**src/rtl/mux_pkg.sv**
```systemverilog
// Shared definitions for the 2:1 merge and its matching 1:2 demux.
// Both sides use the same channel-id encoding.
package mux_pkg;

  localparam int DATA_W_DEF = 8;

  localparam logic CH0 = 1'b0;
  localparam logic CH1 = 1'b1;

  typedef enum logic {
    EMPTY = 1'b0,
    FULL  = 1'b1
  } state_t;

endpackage

```
**src/rtl/rr_arb2.sv**
```systemverilog
// Two-way round-robin arbiter. This is pure logic; the caller holds the `last` pointer.
// On contention the winner is the channel that was not served last.
module rr_arb2
  import mux_pkg::*;
(
  input  logic [1:0] req,
  input  logic       last,
  input  logic       advance,
  output logic       grant,
  output logic       any
);

  always_comb begin
    grant = CH0;
    if (req[0] && req[1]) begin
      grant = ~last;
    end else if (req[1]) begin
      grant = CH1;
    end
  end

  // A grant is real only when the output register can take the beat.
  assign any = advance & (|req);

endmodule

```
**src/rtl/mux2x1_rr.sv**
```systemverilog
// Registered 2:1 round-robin merge with valid/ready on every port.
// out_sel tags each beat with its source so a downstream demux can route it back.
module mux2x1_rr
  import mux_pkg::*;
#(
  parameter int WIDTH = DATA_W_DEF,
  parameter int CNT_W = 16
) (
  input  logic             clk,
  input  logic             rst,
  input  logic             en,
  input  logic             in0_valid,
  output logic             in0_ready,
  input  logic [WIDTH-1:0] in0_data,
  input  logic             in1_valid,
  output logic             in1_ready,
  input  logic [WIDTH-1:0] in1_data,
  output logic             out_valid,
  input  logic             out_ready,
  output logic [WIDTH-1:0] out_data,
  output logic             out_sel,
  output logic [CNT_W-1:0] cnt0,
  output logic [CNT_W-1:0] cnt1
);

  state_t state;
  logic   last;
  logic   grant;
  logic   acc;
  logic   take;
  logic   space;
  logic   advance;

  assign out_valid = (state == FULL);
  assign take      = out_valid & out_ready;
  assign space     = ~out_valid | out_ready;
  // The rst term keeps both readies low while reset is held.
  assign advance   = en & space & ~rst;

  rr_arb2 u_arb (
    .req     ({in1_valid, in0_valid}),
    .last    (last),
    .advance (advance),
    .grant   (grant),
    .any     (acc)
  );

  assign in0_ready = advance & (grant == CH0);
  assign in1_ready = advance & (grant == CH1);

  always_ff @(posedge clk or posedge rst) begin
    if (rst) begin
      state    <= EMPTY;
      out_data <= '0;
      out_sel  <= CH0;
      last     <= CH1;
      cnt0     <= '0;
      cnt1     <= '0;
    end else begin
      if (acc) begin
        state    <= FULL;
        out_data <= (grant == CH1) ? in1_data : in0_data;
        out_sel  <= grant;
        last     <= grant;
        if (grant == CH1) begin
          cnt1 <= cnt1 + CNT_W'(1);
        end else begin
          cnt0 <= cnt0 + CNT_W'(1);
        end
      end else if (take) begin
        state <= EMPTY;
      end
    end
  end

endmodule

```
**config.mk**
```make
export PLATFORM = sky130hd
export DESIGN_NAME = mux2x1_rr
export DESIGN_NICKNAME = d
export VERILOG_FILES = /design/src/rtl/mux_pkg.sv /design/src/rtl/rr_arb2.sv /design/src/rtl/mux2x1_rr.sv
export SDC_FILE = /design/constraint.sdc
export NUM_CORES = 1
export LEC_CHECK = 0
export ABC_CLOCK_PERIOD_IN_PS = 3100
export CORE_MARGIN = 4
export CORE_UTILIZATION = 40
export DETAILED_ROUTE_END_ITERATION = 16
export PLACE_DENSITY = 0.71
export SYNTH_ARGS = -nofsm -noshare
export SYNTH_HDL_FRONTEND = slang
export SYNTH_HIERARCHICAL = 1
export SYNTH_SLANG_ARGS = --single-unit
```
**constraint.sdc**
```tcl
create_clock -name clk -period 3.1 [get_ports clk]
set_input_delay 0.62 -clock clk [delete_from_list [all_inputs] [get_ports clk]]
set_output_delay 0.62 -clock clk [all_outputs]
set_load 0.05 [all_outputs]
```
======== Yosys cells after proc, flatten, opt, wreduce, memory -nomap -nowiden ========
Cells that the tools add are included.
cells by class
  bitwise logic cells ..................... 11
  reduce and logical (&&, ||, !) cells .... 5
  $add $sub $neg .......................... 2
  multiplexer cells ....................... 5
operators by type and width
  kind                   count
  $add 16x1->16 const B  2
  $mux 8                 1
  $and 1x1->1            6
  $mux 1                 4
  $not 1->1              4
  $reduce_and 2->1       2
  $reduce_bool 2->1      1
  $reduce_or 2->1        1
  $logic_and 1x1->1      1
  $or 1x1->1             1
word-level totals
  register bits ........................... 43
  word-level logic and storage cells ...... 29
  input bits .............................. 22

======== Logic depth before layout (Yosys ltp) ========
Gate-level depths: netlist of run 1.
  depth after elaboration ................. 6
  gate-level depth with buffers ........... 8
  depth with buffers taken out ............ 7

======== Modules after synthesis ========
The synthesis of run 1 kept the hierarchy.
by module, submodules not included
  module     instances  cells each  area each (µm²)
  mux2x1_rr  1          168         1975.6
  rr_arb2    1          2           18.8

======== Worst setup path after synthesis of run 1 ========
OpenSTA, ideal clock, no wires.
  path kind ............................... input -> output
  start point ............................. in rst
  end point ............................... out in0_ready
  path slack .............................. -0.096 ns
  buffers on the path ..................... 0
  required time ........................... 2.480 ns
  cell stages on the path ................. 3
  data arrival time ....................... 2.576 ns
  cell sequence ........................... inv_1 > and3_1 > nor2b_1
between the ends
  cells in the longest elaborated chain, start to end .. 3
RTL lines
  element          RTL line         source
  start, declared  mux2x1_rr.sv:10  input logic rst,
  $not 1->1        mux2x1_rr.sv:38  assign advance = en & space & ~rst;
  $and 1x1->1      mux2x1_rr.sv:38
  net advance      mux2x1_rr.sv:32  logic advance;
  $and 1x1->1      mux2x1_rr.sv:48  assign in0_ready = advance & (grant == CH0);
  end, declared    mux2x1_rr.sv:13  output logic in0_ready,
The timed path passes the listed nets, and every way through them passes these cells.

======== Final worst setup path of run 1 ========
  start point ............................. in in1_valid
  end point ............................... out in1_ready
between the ends
  cells in the longest elaborated chain, start to end .. 3
RTL lines
  element                                      RTL line                      source
  start, declared                              mux2x1_rr.sv:15               input logic in1_valid,
  $mux 1 or $logic_and 1x1->1 (tied branches)  rr_arb2.sv:17, rr_arb2.sv:15
  $mux 1 *                                     rr_arb2.sv:15                 if (req[0] && req[1]) begin
  net grant                                    mux2x1_rr.sv:28               logic grant;
  $and 1x1->1 *                                mux2x1_rr.sv:49               assign in1_ready = advance & (grant == CH1);
  end, declared                                mux2x1_rr.sv:16               output logic in1_ready,
The timed path passes the listed nets; every way through them passes the cells marked *.

==> metrics.md, run 1 <==
| Metric | Value |
|---|---|
| I/O Buffers | `65` |
| Clock latency at the later pin of the worst-skew pair | `0.30 ns` |
| Die width | `78.6 µm` |
| Synth Register Bits | `43` |
| Kind of critical path | `primary input to primary output` |
| CTS tree | `yes` |
| Synth unique cells | `32` |
| Layout cell share with drive strength beyond 1 | `0.116` |
| Top Ports | `66` |
| Critical path peak fanout | `10` |
| Relative slew slack | `0.630` |
| Worst reg-to-reg setup slack | `1.16 ns` |
| Hold crit path type | `register to register` |
| Die area | `6180 µm²` |
| R2R cell count | `7` |
| Most common cell in the netlist | `dfrtp_1` |
| Net count, final | `264` |
| Site Rows | `25` |
| Final Max Tran Viols | `0` |
| Largest family of logic cells by synthesized area | `simple AND/OR/NAND/NOR gates` |
| Postcts setup bufs | `0` |
| DRC errors left | `0` |
| Mux cell area share after synthesis | `0.0514` |
| Warnings, synthesis | `6` |
| Reg clk slew, reported paths | `0.09 ns` |
| Clock sinks | `43` |
| Part of the Yosys area used for sequential elements | `0.540` |
| Post-route cell area | `2830 µm²` |
| Least-Margin Pin Slew | `0.555 ns` |
| 1st-pass router iterations | `4` |
| Post-synth EDFFs | `0` |
| N_diodes | `0` |
| Post-Syn Nets | `194` |
| Post-DP HPWL | `3100 µm` |
| Core area | `4790 µm²` |
| Number of global-route vias before repair | `1460` |
| Power Density | `631 nW/µm²` |
| Status | `complete, no violations` |
| Global-route wire length before repair | `7000 µm` |
| Unrepaired setup endpoints after global routing | `false` |
| Post-synth top area cell | `dfrtp_1` |
| Final setup viols | `0` |
| Compound-gate portion of the synthesized area | `0.0345` |
| WP data required | `2.48 ns` |
| Fin Clk Skew | `0.0100 ns` |
| Crit path DAT | `1.86 ns` |
| Post-Syn Area | `1990 µm²` |
| Post-Route WL | `4150 µm` |
| Hold Fails Final Rpt | `0` |
| Crit path cell chain | `clkdlybuf4s50_1 -> a21boi_2 -> and2_1 -> buf_4` |
| DIE HEIGHT | `78.6 µm` |
| Worst r2r src | `out_valid` |
| GPL Wtd Cong | `0.770` |
| Most used DFF post-synth | `dfrtp_1` |
| Crit-path slowest cell | `clkdlybuf4s50_1` |
| Period utilisation layout | `0.800` |
| Setup crit end | `in1_ready` |
| Final total power | `1.78 mW` |
| Top cells by count, synth | `dfrtp_1 (42), xnor2_1 (21), nand3_1 (12), nor2_1 (12)` |
| Non-Filler Instances | `308` |
| Cts-stage hold buffer count | `0` |
| Async S/R FF share, synth | `1.00` |
| Synthesis-to-layout area growth | `41.8%` |
| Fmax | `403 MHz` |
| Startpoint Class | `primary input` |
| Fillers | `418` |
| Synth Area in XOR/XNOR | `0.132` |
| DR vias/cell | `4.74` |
| Largest net degree at the start of global routing | `44` |
| Antenna violations before repair | `0` |
| Dpl cells | `300` |
| Gr usage total | `0.145` |
| Simple-Gate Fraction of Synth Area | `0.206` |
| PostCTS Resize Cnt | `0` |
| WHS Path Cells | `1` |
| Total number of vias | `1460` |
| DRT iter0 DRCs | `66` |
| Gate Count Post-Synth | `170` |
| Hold_sp | `cnt0[15]` |
| Worst path max stage delay | `0.47 ns` |
| CTS root buf | `clkbuf_8` |
| Post-layout minimum cycle time | `2.48 ns` |
| Max-Cap Viols | `0` |
| DR WL/cell | `13.5 µm` |
| Top-area cell type share of the netlist area | `0.527` |
| VDD IR max | `0.501 mV` |
| Worst R2R End | `cnt1[15]` |
| Avg Inst Size Synth | `11.7 µm²` |
| Max Buffers Root-to-Sink | `2` |
| Setup TNS | `0 ns` |
| Placed cell area | `2730 µm²` |
| Critical Path End Type | `primary output` |
| Worst Setup SP | `in1_valid` |
| TritonCTS Buffers | `5` |
| DRT antenna net count | `0` |
| P_leak | `1.25 nW` |
| Synth top area cells | `dfrtp_1 (53%), xnor2_1 (9.2%), mux2i_1 (4.0%)` |
| Synth Area in Adders | `0.0125` |
| Initial Util | `0.417` |
| Overflow after GRT | `0` |
| H-Tree Depth | `2` |
[report_power, final]
group | total [mW] | switching (mW) | internal, mW
Combinational | 0.642 | 0.410 | 0.232
Sequential | 0.740 | 0.0983 | 0.642
Clock | 0.403 | 0.200 | 0.203
[layout by cell type (no fill, tap or decap)]
| master | n |
|---|---|
| a21boi_2 | 1 |
| a21oi_1 | 8 |
| and2_1 | 2 |
| and3_1 | 5 |
| buf_4 | 5 |
| clkbuf_8 | 7 |
| clkdlybuf4s50_1 | 63 |
| clkinvlp_4 | 2 |
| dfrtp_1 | 42 |
| dfstp_2 | 1 |
| ha_1 | 2 |
| inv_1 | 5 |
| mux2_2 | 2 |
| mux2i_1 | 8 |
| nand2_1 | 9 |
| nand2b_1 | 2 |
| nand3_1 | 12 |
| nand3_2 | 1 |
| nand3b_4 | 1 |
| nand4_1 | 6 |
| nand4_2 | 1 |
| nand4b_4 | 1 |
| nor2_1 | 12 |
| nor2b_1 | 2 |
| nor3_1 | 1 |
| nor3_2 | 2 |
| nor4_2 | 2 |
| nor4_4 | 2 |
| o21a_1 | 1 |
| o21ai_0 | 2 |
| or2_1 | 1 |
| xnor2_1 | 21 |
| xor2_1 | 9 |
[flip-flops by register name (all words and copies together) (netlist names)]
signal and count:
cnt1 16, cnt0 16, out_valid 1, out_sel 1, last 1, out_data 8
[worst min-delay path by stage]
stage | endpoint | slack (ns)
after floorplan | last | 0.46
after global placement | cnt0[15] | 0.47
after detailed placement | cnt0[15] | 0.47
after CTS | cnt0[15] | 0.49
after global routing | last | 0.51
final | cnt0[15] | 0.48
[worst max-delay path: cells and delay by family]
kind | cells | cell delay [ns]
buffers and inverters | 2 | 0.67
AND/OR/NAND/NOR | 1 | 0.20
AO/OA/AOI/OAI | 1 | 0.37
[metal layers]
metal,up-vias,track usage,share of wire
li1,715,-,-
met1,697,0.179,0.44
met2,43,0.230,0.47
met3,5,0.0585,0.081
met4,0,0.0472,0.014
met5,-,0,0
[per-stage QoR]
stage,hold slack (ns),worst slack (ns),util
final,0.475,0.621,0.591
after global routing,0.510,0.524,0.591
after CTS,0.485,0.601,0.591
after detailed placement,0.474,0.413,0.569
after global placement,0.471,0.448,0.569
after floorplan,0.456,0.388,-
[cell type report]
class | instances | area, µm² | area share
Sequential cell | 43 | 1080 | 0.381
Multi-Input combinational cell | 116 | 870 | 0.307
Timing Repair Buffer | 68 | 668 | 0.236
Clock buffer | 7 | 96.3 | 0.0341
Tap cell | 67 | 83.8 | 0.0296
Inverter | 6 | 26.3 | 0.00929
Clock inverter | 1 | 7.51 | 0.00265
[cell families after synthesis]
group,count (synthesis)
adder cells (fa/ha/maj),2
XOR/XNOR,30
flip-flops,43
buffers and inverters,11
AO/OA/AOI/OAI,12
AND/OR/NAND/NOR,62
multiplexers,10
Power figures use the tool's default switching activity.
==> run 2: changes to the inputs <==
--- a/config.mk
+++ b/config.mk
@@ -5,11 +5,11 @@
 export SDC_FILE = /design/constraint.sdc
 export NUM_CORES = 1
 export LEC_CHECK = 0
-export ABC_CLOCK_PERIOD_IN_PS = 3100
+export ABC_CLOCK_PERIOD_IN_PS = 2000
 export CORE_MARGIN = 4
 export CORE_UTILIZATION = 40
 export DETAILED_ROUTE_END_ITERATION = 16
-export PLACE_DENSITY = 0.71
+export PLACE_DENSITY = 0.74
 export SYNTH_ARGS = -nofsm -noshare
 export SYNTH_HDL_FRONTEND = slang
 export SYNTH_HIERARCHICAL = 1
==> constraint.sdc (replaced) <==
create_clock -name clk -period 2 [get_ports clk]
set_input_delay 0.4 -clock clk [delete_from_list [all_inputs] [get_ports clk]]
set_output_delay 0.4 -clock clk [all_outputs]
set_load 0.05 [all_outputs]
==> run 2 against run 1 <==
  * Power is 51% higher
  * Die area stayed put
  * Clock power is 30% higher
  * Sequential share of layout area is 1.8 points lower
  * Final area is 4.9% higher
  * Global-route usage is 0.59 points lower
  * Sequential power is 57% higher
  * Clock-buffer cell count stayed put
  * Largest power group unchanged
  * Cell count is 3.6% higher
  * Clock skew is 0.0061 ns lower
  * Register-to-register slack worse by 0.89 ns
==> metrics.md, run 2 (synthesized netlist as in run 1, its figures left out) <==
| Metric | Value |
|---|---|
| TritonCTS Buffers | `5` |
| WP data required | `1.60 ns` |
| Overflow after GRT | `0` |
| Non-Filler Instances | `319` |
| VDD IR max | `1.03 mV` |
| M1 WL | `1710 µm` |
| Cts-stage hold buffer count | `0` |
| Fillers | `409` |
| Post-layout minimum cycle time | `1.96 ns` |
| Final setup viols | `0` |
| Layout cell share with drive strength beyond 1 | `0.234` |
| Startpoint Class | `primary input` |
| DIE HEIGHT | `78.6 µm` |
| H-Tree Depth | `2` |
| Clock latency at the later pin of the worst-skew pair | `0.29 ns` |
| Fin Clk Skew | `0.00386 ns` |
| CTS tree | `yes` |
| Initial Util | `0.417` |
| Max Buffers Root-to-Sink | `2` |
| Final core occ | `0.620` |
| Commonest non-fill, non-tap cell in the layout | `clkdlybuf4s50_1` |
| Critical Path End Type | `primary output` |
| 1st-pass router iterations | `4` |
| Kind of critical path | `primary input to primary output` |
| Crit-path slowest cell | `clkdlybuf4s50_1` |
| Net count, final | `275` |
| Worst path max stage delay | `0.49 ns` |
| Least-Margin Pin Slew | `0.529 ns` |
| Period utilisation layout | `0.981` |
| I/O Buffers | `65` |
| Post-DP HPWL | `3030 µm` |
| Reg clk slew, reported paths | `0.07 ns` |
| Power Density | `905 nW/µm²` |
| DRT antenna net count | `0` |
| Gr usage total | `0.139` |
| DRT iter0 DRCs | `46` |
| Site Rows | `25` |
| Critical Path Most Common Cell | `buf_6` |
| Sequential Area | `1080 µm²` |
| Levels on crit path | `5` |
| Number of global-route vias before repair | `1493` |
| Synthesis-to-layout area growth | `48.8%` |
| CTS root buf | `clkbuf_8` |
| DR vias/cell | `4.60` |
| R2R cell count | `8` |
| Relative slew slack | `0.647` |
| Core area | `4790 µm²` |
| DRC errors left | `0` |
| Area of the multi-input gates | `942 µm²` |
| Top Ports | `66` |
| Unrepaired setup endpoints after global routing | `true` |
| Final Max Tran Viols | `0` |
| DR WL met2 | `1940 µm` |
| Clock sinks | `43` |
| Met3 routed WL | `268 µm` |
| Dpl cells | `309` |
| Top layer in use | `met4` |
| Crit path cell chain | `clkdlybuf4s50_1 -> a21boi_2 -> buf_6 -> and2_2 -> buf_6` |
| Crit path DAT | `1.56 ns` |
| Total number of vias | `1467` |
| N_diodes | `0` |
| Most frequent cells in the layout | `clkdlybuf4s50_1 (49), dfrtp_1 (42), xnor2_1 (21), buf_4 (21), nand3_1 (11)` |
| Global-route wire length before repair | `6700 µm` |
| GPL Wtd Cong | `0.736` |
| Die area | `6180 µm²` |
| Status | `complete, no violations` |
| Largest net degree at the start of global routing | `44` |
| Post-Route WL | `3980 µm` |
| Antenna violations before repair | `0` |
| Fmax | `510 MHz` |
| Max-Cap Viols | `0` |
| WHS Path Cells | `1` |
| Crit path buf inv count | `3` |
| P_leak | `1.43 nW` |
| Largest regs | `cnt0 x16, cnt1 x16, out_data x8` |
| Critical path peak fanout | `7` |
| Hold crit path type | `register to register` |
| CP delay by family, top | `buffers and inverters` |
| DR WL/cell | `12.5 µm` |
| Die width | `78.6 µm` |
| Hold Fails Final Rpt | `0` |
==> run 2: cell types whose count changed in the layout (fill, tap and decap cells not counted), sizes merged <==
cell	delta
dlymetal6s2s	+6
buf	+19
clkdlybuf4s50	-14
clkinvlp	-1
clkinv	+1
==> run 2: layer usage <==
metal,vias to the layer above,track usage
met2,39,0.228
li1,741,-
met5,-,0
met1,680,0.168
met3,7,0.0493
met4,0,0.0472
==> run 2: what timing repair did <==
action / in CTS / in global routing
setup endpoints to repair: 0 / 17
resized for setup: 0 / 11
setup buffers: 0 / 2
==> run 2: area by class of cell <==
class / instances / share of cell area
sequential: 43 / 0.363
multi-input combinational: 116 / 0.317
timing repair buffer: 79 / 0.255
tap: 67 / 0.0282
clock buffer: 7 / 0.0257
inverter: 6 / 0.00885
clock inverter: 1 / 0.00169
==> run 2: metrics by stage <==
| step | power (mW) | worst slack (ns) | area (µm²) | TNS (ns) | hold slack [ns] |
|---|---|---|---|---|---|
| final | 2.69 | 0.0385 | 2970 | 0 | 0.470 |
| after floorplan | 1.82 | -0.217 | 2070 | -4.21 | 0.402 |
| after CTS | 2.72 | 0.0177 | 2910 | 0 | 0.480 |
| after global placement | 2.17 | -0.267 | 2830 | -4.47 | 0.463 |
| after detailed placement | 2.18 | -0.285 | 2830 | -4.88 | 0.465 |
| after global routing | 2.83 | -0.0451 | 2970 | -0.0576 | 0.501 |
==> run 2: where the power goes <==
group	total (mW)	leakage, nW	switching, mW	internal [mW]
clock network	0.525	0.0422	0.280	0.245
registers	1.16	0.543	0.164	0.995
logic	1.00	0.846	0.640	0.363
total	2.69	1.43	1.08	1.60
==> run 2: worst paths after layout <==
path / startpoint / end / slack, ns
max: in1_valid / in1_ready / 0.04
min: cnt1[15] / cnt1[15] / 0.47
max reg2reg: out_valid / cnt0[11] / 0.27
min reg2reg: cnt1[15] / cnt1[15] / 0.47
max in group asynchronous: rst / last / 0.96
min in group asynchronous: rst / cnt0[12] / 0.66
==> run 2: worst register-to-register path: cells and delay by family, from the launching register on <==
kind,cells,cell delay [ns]
buf+inv,2,0.29
xor+xnor,1,0.15
simple gates,4,0.65
compound gates,1,0.15
flops,1,0.41
==> run 3: changes to the inputs <==
==> constraint.sdc (replaced) <==
create_clock -name clk -period 2 [get_ports clk]
set_input_delay 0.6 -clock clk [delete_from_list [all_inputs] [get_ports clk]]
set_output_delay 0.6 -clock clk [all_outputs]
set_load 0.05 [all_outputs]
==> run 3 against run 2 <==
  * Die area did not move
  * Core utilization shrank 0.81 points
  * Power increased by 3.7%
  * Clock skew is 0.0011 ns lower
  * Sequential cell count unchanged
  * Highest routed layer unchanged
  * Cell count is 0.63% higher
  * Hold slack better by 0.0067 ns
  * Global-route usage up 0.66 points
  * Register-to-register slack got worse by 0.08 ns
==> metrics.md, run 3 (synthesized netlist as in run 1, its figures left out) <==
| Metric | Value |
|---|---|
| Initial Util | `0.417` |
| Post-layout minimum cycle time | `1.97 ns` |
| CTS tree | `yes` |
| Reg clk slew, reported paths | `0.08 ns` |
| Core area | `4790 µm²` |
| Overflow after GRT | `0` |
| DRT iter0 DRCs | `28` |
| Crit path DAT | `1.37 ns` |
| Max Buffers Root-to-Sink | `2` |
| Gr usage total | `0.145` |
| CP delay by family, top | `buffers and inverters` |
| Post-Route WL | `4110 µm` |
| Layout cell share with drive strength beyond 1 | `0.386` |
| Clock sinks | `43` |
| Post-DP HPWL | `3120 µm` |
| Power Density | `951 nW/µm²` |
| Unrepaired setup endpoints after global routing | `false` |
| Relative slew slack | `0.651` |
| Startpoint Class | `primary input` |
| Hold Fails Final Rpt | `0` |
| VDD IR max | `0.929 mV` |
| N_diodes | `0` |
| DRT antenna net count | `0` |
| TritonCTS Buffers | `5` |
| DIE HEIGHT | `78.6 µm` |
| Max-Cap Viols | `0` |
| GPL Wtd Cong | `0.749` |
| Final setup viols | `0` |
| Antenna violations before repair | `0` |
| WP data required | `1.40 ns` |
| Hold_ws | `0.476 ns` |
| Period utilisation layout | `0.986` |
| I/O Buffers | `65` |
| Fin Clk Skew | `0.00273 ns` |
| Fmax | `507 MHz` |
| DR vias/cell | `4.70` |
| DR WL/cell | `12.8 µm` |
| P_leak | `1.42 nW` |
| Largest regs | `cnt0 x16, cnt1 x16, out_data x8` |
| Most frequent cells in the layout | `buf_4 (55), dfrtp_1 (42), xnor2_1 (21)` |
| 1st-pass router iterations | `2` |
| Kind of critical path | `primary input to primary output` |
| Hold crit path type | `primary input to asynchronous set/reset pin` |
| Net count, final | `277` |
| Least-Margin Pin Slew | `0.524 ns` |
| DRC errors left | `0` |
| Crit-path slowest cell | `dlygate4sd2_1` |
| Critical Path End Type | `primary output` |
| Die area | `6180 µm²` |
| Cts-stage hold buffer count | `0` |
| Largest net degree at the start of global routing | `44` |
| Crit path buf inv count | `3` |
| Pre-CTS setup slack | `-0.536 ns` |
| Worst path max stage delay | `0.23 ns` |
| Fin worst setup slack | `0.0279 ns` |
| Critical path peak fanout | `2` |
| Synthesis-to-layout area growth | `46.9%` |
| Status | `complete, no violations` |
| Clock latency at the later pin of the worst-skew pair | `0.29 ns` |
| Die width | `78.6 µm` |
| Global-route wire length before repair | `7050 µm` |
| CTS root buf | `clkbuf_8` |
| Top Ports | `66` |
| Site Rows | `25` |
| H-Tree Depth | `2` |
| Final Max Tran Viols | `0` |
| Total number of vias | `1509` |
| Final core occ | `0.612` |
| Number of global-route vias before repair | `1517` |
| Crit path cell chain | `dlygate4sd2_1 -> and3_4 -> buf_6 -> and2_4 -> buf_8` |
| Commonest non-fill, non-tap cell in the layout | `buf_4` |
## run 3: layout make-up
cell class | count | area (µm²)
fill | 416 | 1860
sequential | 43 | 1080
multi-input combinational | 116 | 948
inverter | 6 | 26.3
timing repair buffer | 81 | 689
clock inverter | 1 | 7.51
clock buffer | 7 | 96.3
tap | 67 | 83.8
## run 3: power breakdown
part	switching [mW]	internal, mW
registers	0.178	0.994
logic	0.642	0.367
clock network	0.291	0.314
total	1.11	1.68
## run 3: per-stage QoR
| step | std cells | setup TNS (ns) | area, µm² | power [mW] |
|---|---|---|---|---|
| 4_1_cts | 320 | 0 | 2910 | 2.82 |
| 3_5_place_dp | 311 | -14.23 | 2780 | 2.20 |
| 3_3_place_gp | 311 | -12.95 | 2780 | 2.18 |
| 5_1_grt | 321 | 0 | 2930 | 2.95 |
| 2_1_floorplan | 170 | -13.58 | 2070 | 1.83 |
| 6_report | 321 | 0 | 2930 | 2.79 |
## run 3: what timing repair did
action,in CTS,in global routing
pin swaps,2,0
resized for setup,18,2
hold endpoints to repair,0,0
setup buffers,1,1
setup endpoints to repair,29,2
## run 3: worst reg2reg max path, cell delays in order, from the launching register on
cell      delay, ns
dfrtp_1        0.41
nand2b_4       0.08
and3_4         0.18
o21a_1         0.23
buf_4          0.18
nand3b_4       0.11
or2_1          0.28
nor2_1         0.12
xor2_1         0.16
## run 3: path summary, 6_finish.rpt
check                      startpoint        end  slack (ns)  cells past startpoint
max                                en  in1_ready        0.03                      5
min                               rst   cnt0[10]        0.48                      3
max reg2reg                 out_valid    cnt0[5]        0.19                      8
min reg2reg                  cnt1[15]   cnt1[15]        0.48                      1
max in group asynchronous         rst       last        1.15                      3
min in group clk             cnt1[15]   cnt1[15]        0.48                      1
## run 3: per-layer routing
layer  global-route usage  part of all wire  vias to the layer above
met5                    0                 0                        -
met4               0.0577             0.011                        0
met3               0.0275             0.050                        5
met2                0.240              0.48                       38
met1                0.188              0.46                      716
li1                     -                 -                      750
